### src/rtl/mem_arb_pkg.sv
// Shared encodings and default sizing for the memory arbiter.
package mem_arb_pkg;

    localparam int unsigned BLK_WORDS_DEF = 8;
    localparam int unsigned IDX_W         = $clog2(BLK_WORDS_DEF);

    typedef enum logic [1:0] {
        StIdle,
        StFill,
        StWrite,
        StDone
    } arb_state_e;

    typedef enum logic {
        OwnIc,
        OwnDc
    } owner_e;

endpackage

### src/rtl/fill_counter.sv
// Block word counter: synchronous clear, increment that stops at COUNT, terminal-count flag.
module fill_counter
    import mem_arb_pkg::*;
#(
    parameter int unsigned COUNT = BLK_WORDS_DEF,
    parameter int unsigned IDX_W = $clog2(COUNT)
) (
    input  logic             clk,
    input  logic             rst,
    input  logic             clr,
    input  logic             inc,
    output logic [IDX_W-1:0] idx,
    output logic             tc
);

    localparam int unsigned CW = IDX_W + 1;
    localparam logic [CW-1:0] COUNT_VAL = CW'(COUNT);
    localparam logic [CW-1:0] ONE       = CW'(1);

    logic [CW-1:0] cnt_q;

    always_ff @(posedge clk) begin
        if (rst || clr) begin
            cnt_q <= '0;
        end else if (inc && !tc) begin
            cnt_q <= cnt_q + ONE;
        end
    end

    assign idx = cnt_q[IDX_W-1:0];
    assign tc  = (cnt_q == COUNT_VAL);

endmodule

### src/rtl/mem_arbiter.sv
// Shares main memory between I-cache block fills and D-cache fills/stores.
// Define ARB_RR_EN for round-robin tie-breaking; otherwise D-cache has fixed priority.
module mem_arbiter
    import mem_arb_pkg::*;
#(
    parameter int unsigned ADDR_W    = 16,
    parameter int unsigned DATA_W    = 16,
    parameter int unsigned BLK_WORDS = BLK_WORDS_DEF,
    parameter int unsigned MEM_LAT   = 4
) (
    input  logic                         clk,
    input  logic                         rst,
    input  logic                         ic_req,
    input  logic [ADDR_W-1:0]            ic_addr,
    output logic                         ic_done,
    input  logic                         dc_req,
    input  logic                         dc_wr,
    input  logic [ADDR_W-1:0]            dc_addr,
    input  logic [DATA_W-1:0]            dc_wdata,
    output logic                         dc_done,
    output logic                         mem_en,
    output logic                         mem_wr,
    output logic [ADDR_W-1:0]            mem_addr,
    output logic [DATA_W-1:0]            mem_wdata,
    input  logic [DATA_W-1:0]            mem_rdata,
    input  logic                         mem_valid,
    output logic [DATA_W-1:0]            fill_data,
    output logic [$clog2(BLK_WORDS)-1:0] fill_idx,
    output logic                         fill_we_ic,
    output logic                         fill_we_dc,
    output logic                         busy
);

    localparam int unsigned IW    = $clog2(BLK_WORDS);
    localparam int unsigned OFF_W = IW + 1;
    localparam logic [IW-1:0] LAST_IDX = IW'(BLK_WORDS - 1);

    if ((BLK_WORDS & (BLK_WORDS - 1)) != 0 || BLK_WORDS < 2 || MEM_LAT == 0
            || ADDR_W <= OFF_W) begin : g_param_check
        $error("mem_arbiter: BLK_WORDS must be a power of 2 >= 2, MEM_LAT nonzero");
    end

    arb_state_e        state_q;
    owner_e            owner_q;
    logic [ADDR_W-1:0] addr_q;
    logic [DATA_W-1:0] wdata_q;

    logic [IW-1:0] issue_idx, recv_idx;
    logic          issue_tc, recv_tc;
    logic          in_fill, issue_inc, recv_inc;
    logic          pick_dc;

    assign in_fill   = (state_q == StFill);
    assign issue_inc = in_fill && !issue_tc;
    // Responses outside a fill, or beyond the last word, are dropped here.
    assign recv_inc  = in_fill && mem_valid && !recv_tc;

    fill_counter #(
        .COUNT (BLK_WORDS),
        .IDX_W (IW)
    ) u_issue_cnt (
        .clk (clk),
        .rst (rst),
        .clr (!in_fill),
        .inc (issue_inc),
        .idx (issue_idx),
        .tc  (issue_tc)
    );

    fill_counter #(
        .COUNT (BLK_WORDS),
        .IDX_W (IW)
    ) u_recv_cnt (
        .clk (clk),
        .rst (rst),
        .clr (!in_fill),
        .inc (recv_inc),
        .idx (recv_idx),
        .tc  (recv_tc)
    );

`ifdef ARB_RR_EN
    owner_e last_q;

    // On a tie, grant the cache that was not served most recently.
    assign pick_dc = dc_req && (!ic_req || last_q == OwnIc);

    always_ff @(posedge clk) begin
        if (rst) begin
            last_q <= OwnIc;
        end else if (state_q == StIdle && (ic_req || dc_req)) begin
            last_q <= pick_dc ? OwnDc : OwnIc;
        end
    end
`else
    assign pick_dc = dc_req;
`endif

    always_ff @(posedge clk) begin
        if (rst) begin
            state_q <= StIdle;
            owner_q <= OwnIc;
            addr_q  <= '0;
            wdata_q <= '0;
        end else begin
            unique case (state_q)
                StIdle: begin
                    if (ic_req || dc_req) begin
                        owner_q <= pick_dc ? OwnDc : OwnIc;
                        addr_q  <= pick_dc ? dc_addr : ic_addr;
                        wdata_q <= dc_wdata;
                        state_q <= (pick_dc && dc_wr) ? StWrite : StFill;
                    end
                end
                StFill: begin
                    if (recv_inc && recv_idx == LAST_IDX) begin
                        state_q <= StDone;
                    end
                end
                StWrite: state_q <= StDone;
                StDone:  state_q <= StIdle;
                default: state_q <= StIdle;
            endcase
        end
    end

    always_comb begin
        mem_en    = 1'b0;
        mem_wr    = 1'b0;
        mem_addr  = '0;
        mem_wdata = '0;
        if (issue_inc) begin
            mem_en   = 1'b1;
            // Offset replaces the low address bits, so the block address never carries.
            mem_addr = {addr_q[ADDR_W-1:OFF_W], issue_idx, 1'b0};
        end else if (state_q == StWrite) begin
            mem_en    = 1'b1;
            mem_wr    = 1'b1;
            mem_addr  = addr_q;
            mem_wdata = wdata_q;
        end
    end

    assign fill_data  = recv_inc ? mem_rdata : '0;
    assign fill_idx   = recv_inc ? recv_idx : '0;
    assign fill_we_ic = recv_inc && (owner_q == OwnIc);
    assign fill_we_dc = recv_inc && (owner_q == OwnDc);

    assign ic_done = (state_q == StDone) && (owner_q == OwnIc);
    assign dc_done = (state_q == StDone) && (owner_q == OwnDc);
    assign busy    = (state_q != StIdle);

endmodule

### config.mk
export PLATFORM = sky130hd
export DESIGN_NAME = mem_arbiter
export DESIGN_NICKNAME = d
export VERILOG_FILES = /design/src/rtl/mem_arb_pkg.sv /design/src/rtl/fill_counter.sv /design/src/rtl/mem_arbiter.sv
export SDC_FILE = /design/constraint.sdc
export NUM_CORES = 1
export LEC_CHECK = 0
export ABC_AREA = 1
export BUFFER_PORTS_ARGS = -buffer_cell sky130_fd_sc_hd__buf_4
export CORE_MARGIN = 2
export CORE_UTILIZATION = 40
export DETAILED_ROUTE_END_ITERATION = 10
export GPL_TIMING_DRIVEN = 0
export HOLD_SLACK_MARGIN = 0.02
export PLACE_DENSITY = 0.76
export SLEW_MARGIN = 20
export SYNTH_ARGS = -nofsm -noshare
export SYNTH_HDL_FRONTEND = slang
export SYNTH_SLANG_ARGS = --single-unit
export TNS_END_PERCENT = 1
### constraint.sdc
create_clock -name clk -period 1.4 [get_ports clk]
set_clock_uncertainty 0.05 [all_clocks]
set_input_delay 0.21 -clock clk [delete_from_list [all_inputs] [get_ports clk]]
set_output_delay 0.21 -clock clk [all_outputs]
set_load 0.005 [all_outputs]
==> metrics, run 1 <==
status=finished, violations left; violations in the final reports=negative setup slack; total power draw=6280 uW; Cell Rows=27; Critical Path AT=1.55 ns; fin crit period=1.81 ns; Ports=128; GR Util met3=0.0430; LEAKAGE=0.00189 uW; drt drc=0; total grt overflow=0; antenna diode count=0; YS warnings=0; library cells used by synthesis=21; clock sink total=43; Area Growth Syn to Fin=70.3%; Worst Slack Setup Final=-0.408 ns; most frequent cell after synthesis=nor2_1; overall die area=0.00640 sq mm; Worst Path Required=1.14 ns; via/cell ratio=4.80; pins over their slew limit=0; placed cells=558; met1 usage=0.279; grt met2 use=0.418; compound-cell area share of the yosys netlist=0.157; WL per Instance=13.0 microns; final period utilization=1.29; busiest layer in global routing=met2; Routed WL=7530 microns; worst-path maximum fanout=7; first-pass GRT wire length=12000 microns; Mapped Avg Cell Area=6.44 sq um; Post-synth EDFFs=0; area leader, netlist=dfxtp_1; CTS tree=done; Hold Fails Final Rpt=0; hold crit path type=primary input to register; Synth Net Count=438; port bufs=127; Die H=80.0 microns; Num CTS Buffers=5; layout cell share with drive strength beyond 1=0.436; mux cell area share after synthesis=0; power density cells=1600 mW/mm^2; critical setup path kind=register to primary output; TritonRoute pass-1 iters=4; core box area=0.00554 sq mm; Seq/Total Area, Yosys=0.372; Adder-Cell Fraction of Synth Area=0.0487; clock transition at the registers of the reported paths=0.08 ns; share of the synthesized area in the top cell type=0.372; Commonest cells post-synth=nor2_1 (93), nand2_1 (69), inv_1 (46); post-synthesis register bit count=43; clk buf depth=2; initial core utilization=0.417; via count=2779; max_slew headroom=0.725; largest net degree at the start of global routing=13; final setup vio count=60; Syn Inst Count=359; GP Congestion=0.821; Primary FF master, synth=dfxtp_1; total track usage=0.235; fraction of registers with async set/reset=0; Area contributors post-synth=dfxtp_1 (37%), nor2_1 (15%), nand2_1 (11%); unrepaired setup endpoints after global routing=true; die width=80.0 microns; Synth Area in XOR/XNOR=0.00379; Setup crit start kind=register; Max Cap Viol=0; Mapped Area=0.00231 sq mm; Fmax=553 MHz; H-tree Lvls=2; type of destination of the critical path=primary output; slew of the pin with the lowest slew margin=0.413 ns; final std cells w/o fill=579; fin nets=585; Post-Place Setup Slack=-0.383 ns; Iter 0 DRT Violations=155; DP HPWL=5240 microns; Synth Area in Simple Gates=0.287; antenna violations before repair=0; Final ANT Viol Nets=0; largest family of logic cells by synthesized area=simple AND/OR/NAND/NOR gates; number of global-route vias before repair=2635; clock root cell=clkbuf_8; clk_lat worst skew=0.29 ns; Worst VDD drop=0.796 mV
## worst paths after layout
path / startpoint / to / slack, ns / cells past startpoint
min: dc_wdata[10] / wdata_q[10] / 0.11 / 3
min reg2reg: wdata_q[6] / wdata_q[6] / 0.44 / 2
max reg2reg: state_q[1] / state_q[0] / -0.06 / 11
max: u_issue_cnt.cnt_q[0] / mem_wdata[15] / -0.41 / 9
## final cells by class
class | count | area (sq um)
Timing Repair Buffer | 140 | 1130
Multi-Input combinational cell | 248 | 1380
Fill cell | 468 | 1600
Sequential cell | 43 | 871
Clock buffer | 8 | 100
Inverter | 48 | 190
Buffer | 20 | 176
Tap cell | 72 | 90.1
## through the flow
step / hold WS, ns / cell area (sq um) / util / TNS [ns]
after floorplan: 0.229 / 2310 / - / -0.277
after CTS: 0.103 / 3830 / 0.691 / -18.31
after global routing: 0.116 / 3940 / 0.711 / -24.44
final: 0.112 / 3940 / 0.711 / -19.86
after detailed placement: 0.327 / 3360 / 0.606 / -19.60
after global placement: 0.325 / 3360 / 0.606 / -16.48
## state kept, by name, summed over array words and instances, names as in the netlist
name	count
addr_q	16
wdata_q	16
u_issue_cnt.cnt_q	4
u_recv_cnt.cnt_q	4
state_q	2
owner_q	1
## repair_timing
item,in CTS,in global routing
buffers inserted,9,2
setup endpoints to repair,97,87
hold buffers,1,0
cloned,1,0
pin swaps,3,2
hold endpoints to repair,1,0
resized for setup,83,35
## critical path, stage by stage (launching register included)
cell,delay [ns]
dfxtp_2,0.33
inv_2,0.08
ha_4,0.14
nand3_4,0.08
nand2_4,0.09
inv_4,0.05
buf_8,0.13
buf_12,0.15
nor2_4,0.09
buf_6,0.10
## cells in the final DEF (no fill, tap or decap), drive strengths merged
cell         Yosys  routed
a211oi           2       2
a21o             1       1
a21oi            7       7
a31oi           16      16
buf             14     154
clkbuf           6      13
dfxtp           43      43
dlygate4sd3      0       1
ha               9       9
inv             48      48
nand2           69      69
nand3            7       7
nor2            94      94
nor3             3       3
o21ai           39      39
xnor2            1       1
## per-layer routing
layer | vias up | part of all wire | wire length (microns)
met4 | 0 | 0.014 | 107
met2 | 118 | 0.51 | 3840
met5 | - | 0 | 0
li1 | 1409 | - | -
met1 | 1241 | 0.40 | 3020
met3 | 11 | 0.074 | 555
## power breakdown
group	internal [uW]	total (uW)	leakage (uW)	switching, uW
logic	1730	3610	0.00148	1870
registers	1590	1810	0.000358	220
clock network	451	868	0.0000515	417
total	3770	6280	0.00189	2510
## logic make-up (layout without fill, tap and decap cells)
group / Yosys count / count (layout)
xor gates and xnor gates: 1 / 1
and+or+nand+nor: 173 / 173
AOI/OAI and AO/OA: 65 / 65
buffers and inverters: 68 / 216
DFF: 43 / 43
adders and majority gates: 9 / 9
No activity file was read; power rests on OpenSTA's default activity.
==> run 2, diff against run 1 <==
--- a/config.mk
+++ b/config.mk
@@ -12,7 +12,7 @@
 export DETAILED_ROUTE_END_ITERATION = 10
 export GPL_TIMING_DRIVEN = 0
 export HOLD_SLACK_MARGIN = 0.02
-export PLACE_DENSITY = 0.76
+export PLACE_DENSITY = 0.73
 export SLEW_MARGIN = 20
 export SYNTH_ARGS = -nofsm -noshare
 export SYNTH_HDL_FRONTEND = slang
==> constraint.sdc (replaced) <==
create_clock -name clk -period 1.7 [get_ports clk]
set_clock_uncertainty 0.05 [all_clocks]
set_input_delay 0.255 -clock clk [delete_from_list [all_inputs] [get_ports clk]]
set_output_delay 0.255 -clock clk [all_outputs]
set_load 0.005 [all_outputs]
==> metrics, run 2 (synthesis results as in run 1) <==
final setup vio count=53 (-12%); Multi-input gate area=0.00131 sq mm (-5.2%); placed cells=558 (unchanged); violations in the final reports=negative setup slack; via/cell ratio=4.77 (-0.65%); core box area=0.00554 sq mm (unchanged); # fillers=498 (+6.4%); CTS tree=done; Critical Path AT=1.57 ns (+0.02 ns); FF+latch area=868 sq um (-0.29%); Worst Path Required=1.39 ns (+0.25 ns); Hold Fails Final Rpt=0 (unchanged); drt drc=0 (unchanged); power density cells=1320 mW/mm^2 (-17%); unrepaired setup endpoints after global routing=true; port bufs=127 (unchanged); Routed WL=7160 microns (-4.9%); clock transition at the registers of the reported paths=0.09 ns (about the same); final std cells w/o fill=579 (unchanged); WL per Instance=12.4 microns (-4.9%); via count=2761 (-0.65%); Final Hold Slack=0.0717 ns (-0.0399 ns); status=finished, violations left; Iter 0 DRT Violations=101 (-35%); DP HPWL=5140 microns (-2.1%); final period utilization=1.11; overall die area=0.00640 sq mm (unchanged); pins over their slew limit=0 (unchanged); Largest regs=addr_q x16, wdata_q x16; most frequent cells in the layout=buf_4 (130), nor2_1 (72), nand2_1 (66), inv_1 (40), dfxtp_1 (37); initial core utilization=0.417 (unchanged); total track usage=0.229 (-0.00543); clk_lat worst skew=0.30 ns (about the same); clock sink total=43 (unchanged); first-pass GRT wire length=11700 microns (-2.6%); fin nets=585 (unchanged); slew of the pin with the lowest slew margin=0.369 ns (-0.0440 ns); Final ANT Viol Nets=0 (unchanged); type of destination of the critical path=primary output; Worst VDD drop=0.716 mV (-10%); clock root cell=clkbuf_8; total grt overflow=0 (unchanged); die width=80.0 microns (unchanged); largest net degree at the start of global routing=15 (+2); commonest non-fill, non-tap cell in the layout=buf_4; Die H=80.0 microns (unchanged); Area Growth Syn to Fin=67.0%; Num CTS Buffers=5 (unchanged); TritonRoute pass-1 iters=4 (unchanged); Fmax=532 MHz; fin crit period=1.88 ns; layout cell share with drive strength beyond 1=0.414 (-0.0217); # hold bufs at CTS=0 (-1); Max Cap Viol=0 (unchanged); Worst Slack Setup Final=-0.179 ns (+0.228 ns); antenna diode count=0 (unchanged); fin util=0.697 (-0.0138); cells on worst reg2reg path=7 (-4); WHS Path Cells=2 (-1); Setup crit start kind=register; number of global-route vias before repair=2543 (-3.5%); max_slew headroom=0.754 (+0.0293); worst-path maximum fanout=7 (unchanged); GP Congestion=0.864 (+5.2%); critical setup path kind=register to primary output; H-tree Lvls=2 (unchanged); Cell Rows=27 (unchanged); Post-Route Setup TNS=-5.85 ns (+14.01 ns); clk buf depth=2 (unchanged); Ports=128 (unchanged); antenna violations before repair=0 (unchanged); LEAKAGE=0.00190 uW (+0.24%); hold crit path type=primary input to register
run 2: changes by cell type in the layout (fill, tap and decap cells not counted), moves of 2 or more:
cell     delta
o21ai_1     -7
nor2_4      -2
buf_8       -2
nor2_1     +10
o21ai_0     +7
nor2_2      -8
inv_2       +3
ha_1        +2
run 2: worst max-delay path, cell delays in order (launching register included):
cell     delay, ns
dfxtp_2       0.35
inv_2         0.08
ha_4          0.14
nand3_2       0.07
nand2_2       0.09
inv_2         0.06
buf_6         0.14
buf_12        0.14
nor2_4        0.10
buf_6         0.10
run 2: report_power, final:
group	total, uW	switching (uW)	internal [uW]	leakage, uW
logic	2790	1450	1340	0.00148
clock network	854	370	483	0.0000618
registers	1470	164	1300	0.000358
run 2: layout make-up:
class                      count  share of cell area
timing repair buffer         140               0.289
sequential                    43               0.225
inverter                      48              0.0473
clock buffer                   6              0.0214
multi-input combinational    248               0.340
tap                           72              0.0233
clock inverter                 2              0.0100
buffer                        20              0.0441
run 2: final timing paths:
check                                           from             endpoint  slack (ns)
worst max-delay path            u_issue_cnt.cnt_q[1]         mem_wdata[3]       -0.18
worst min register to register   u_recv_cnt.cnt_q[3]  u_recv_cnt.cnt_q[3]        0.43
worst max register to register            state_q[0]           addr_q[10]        0.14
worst min-delay path                             rst              owner_q        0.07
run 2: per-layer routing:
metal  global-route usage  part of all wire  up-vias  wire length, microns
li1                     -                 -     1407                     -
met1                0.288              0.41     1249                  2950
met2                0.395              0.50       98                  3610
met3               0.0520             0.072        7                   514
met5                    0                 0        -                     0
met4               0.0593             0.012        0                    83
run 2: through the flow:
step | power [uW] | setup slack (ns) | cell area, sq um
finish | 5110 | -0.179 | 3860
floorplan | 2790 | 0.220 | 2310
global placement | 3600 | -0.0798 | 3360
global route | 5470 | -0.249 | 3860
detailed placement | 3650 | -0.115 | 3360
CTS | 5050 | -0.149 | 3800
run 2: timing repair:
item,CTS,global route
setup buffers,11,1
hold endpoints to repair,0,0
setup endpoints to repair,53,53
gates resized for setup,68,17
pin swaps,4,3
gates cloned,1,0
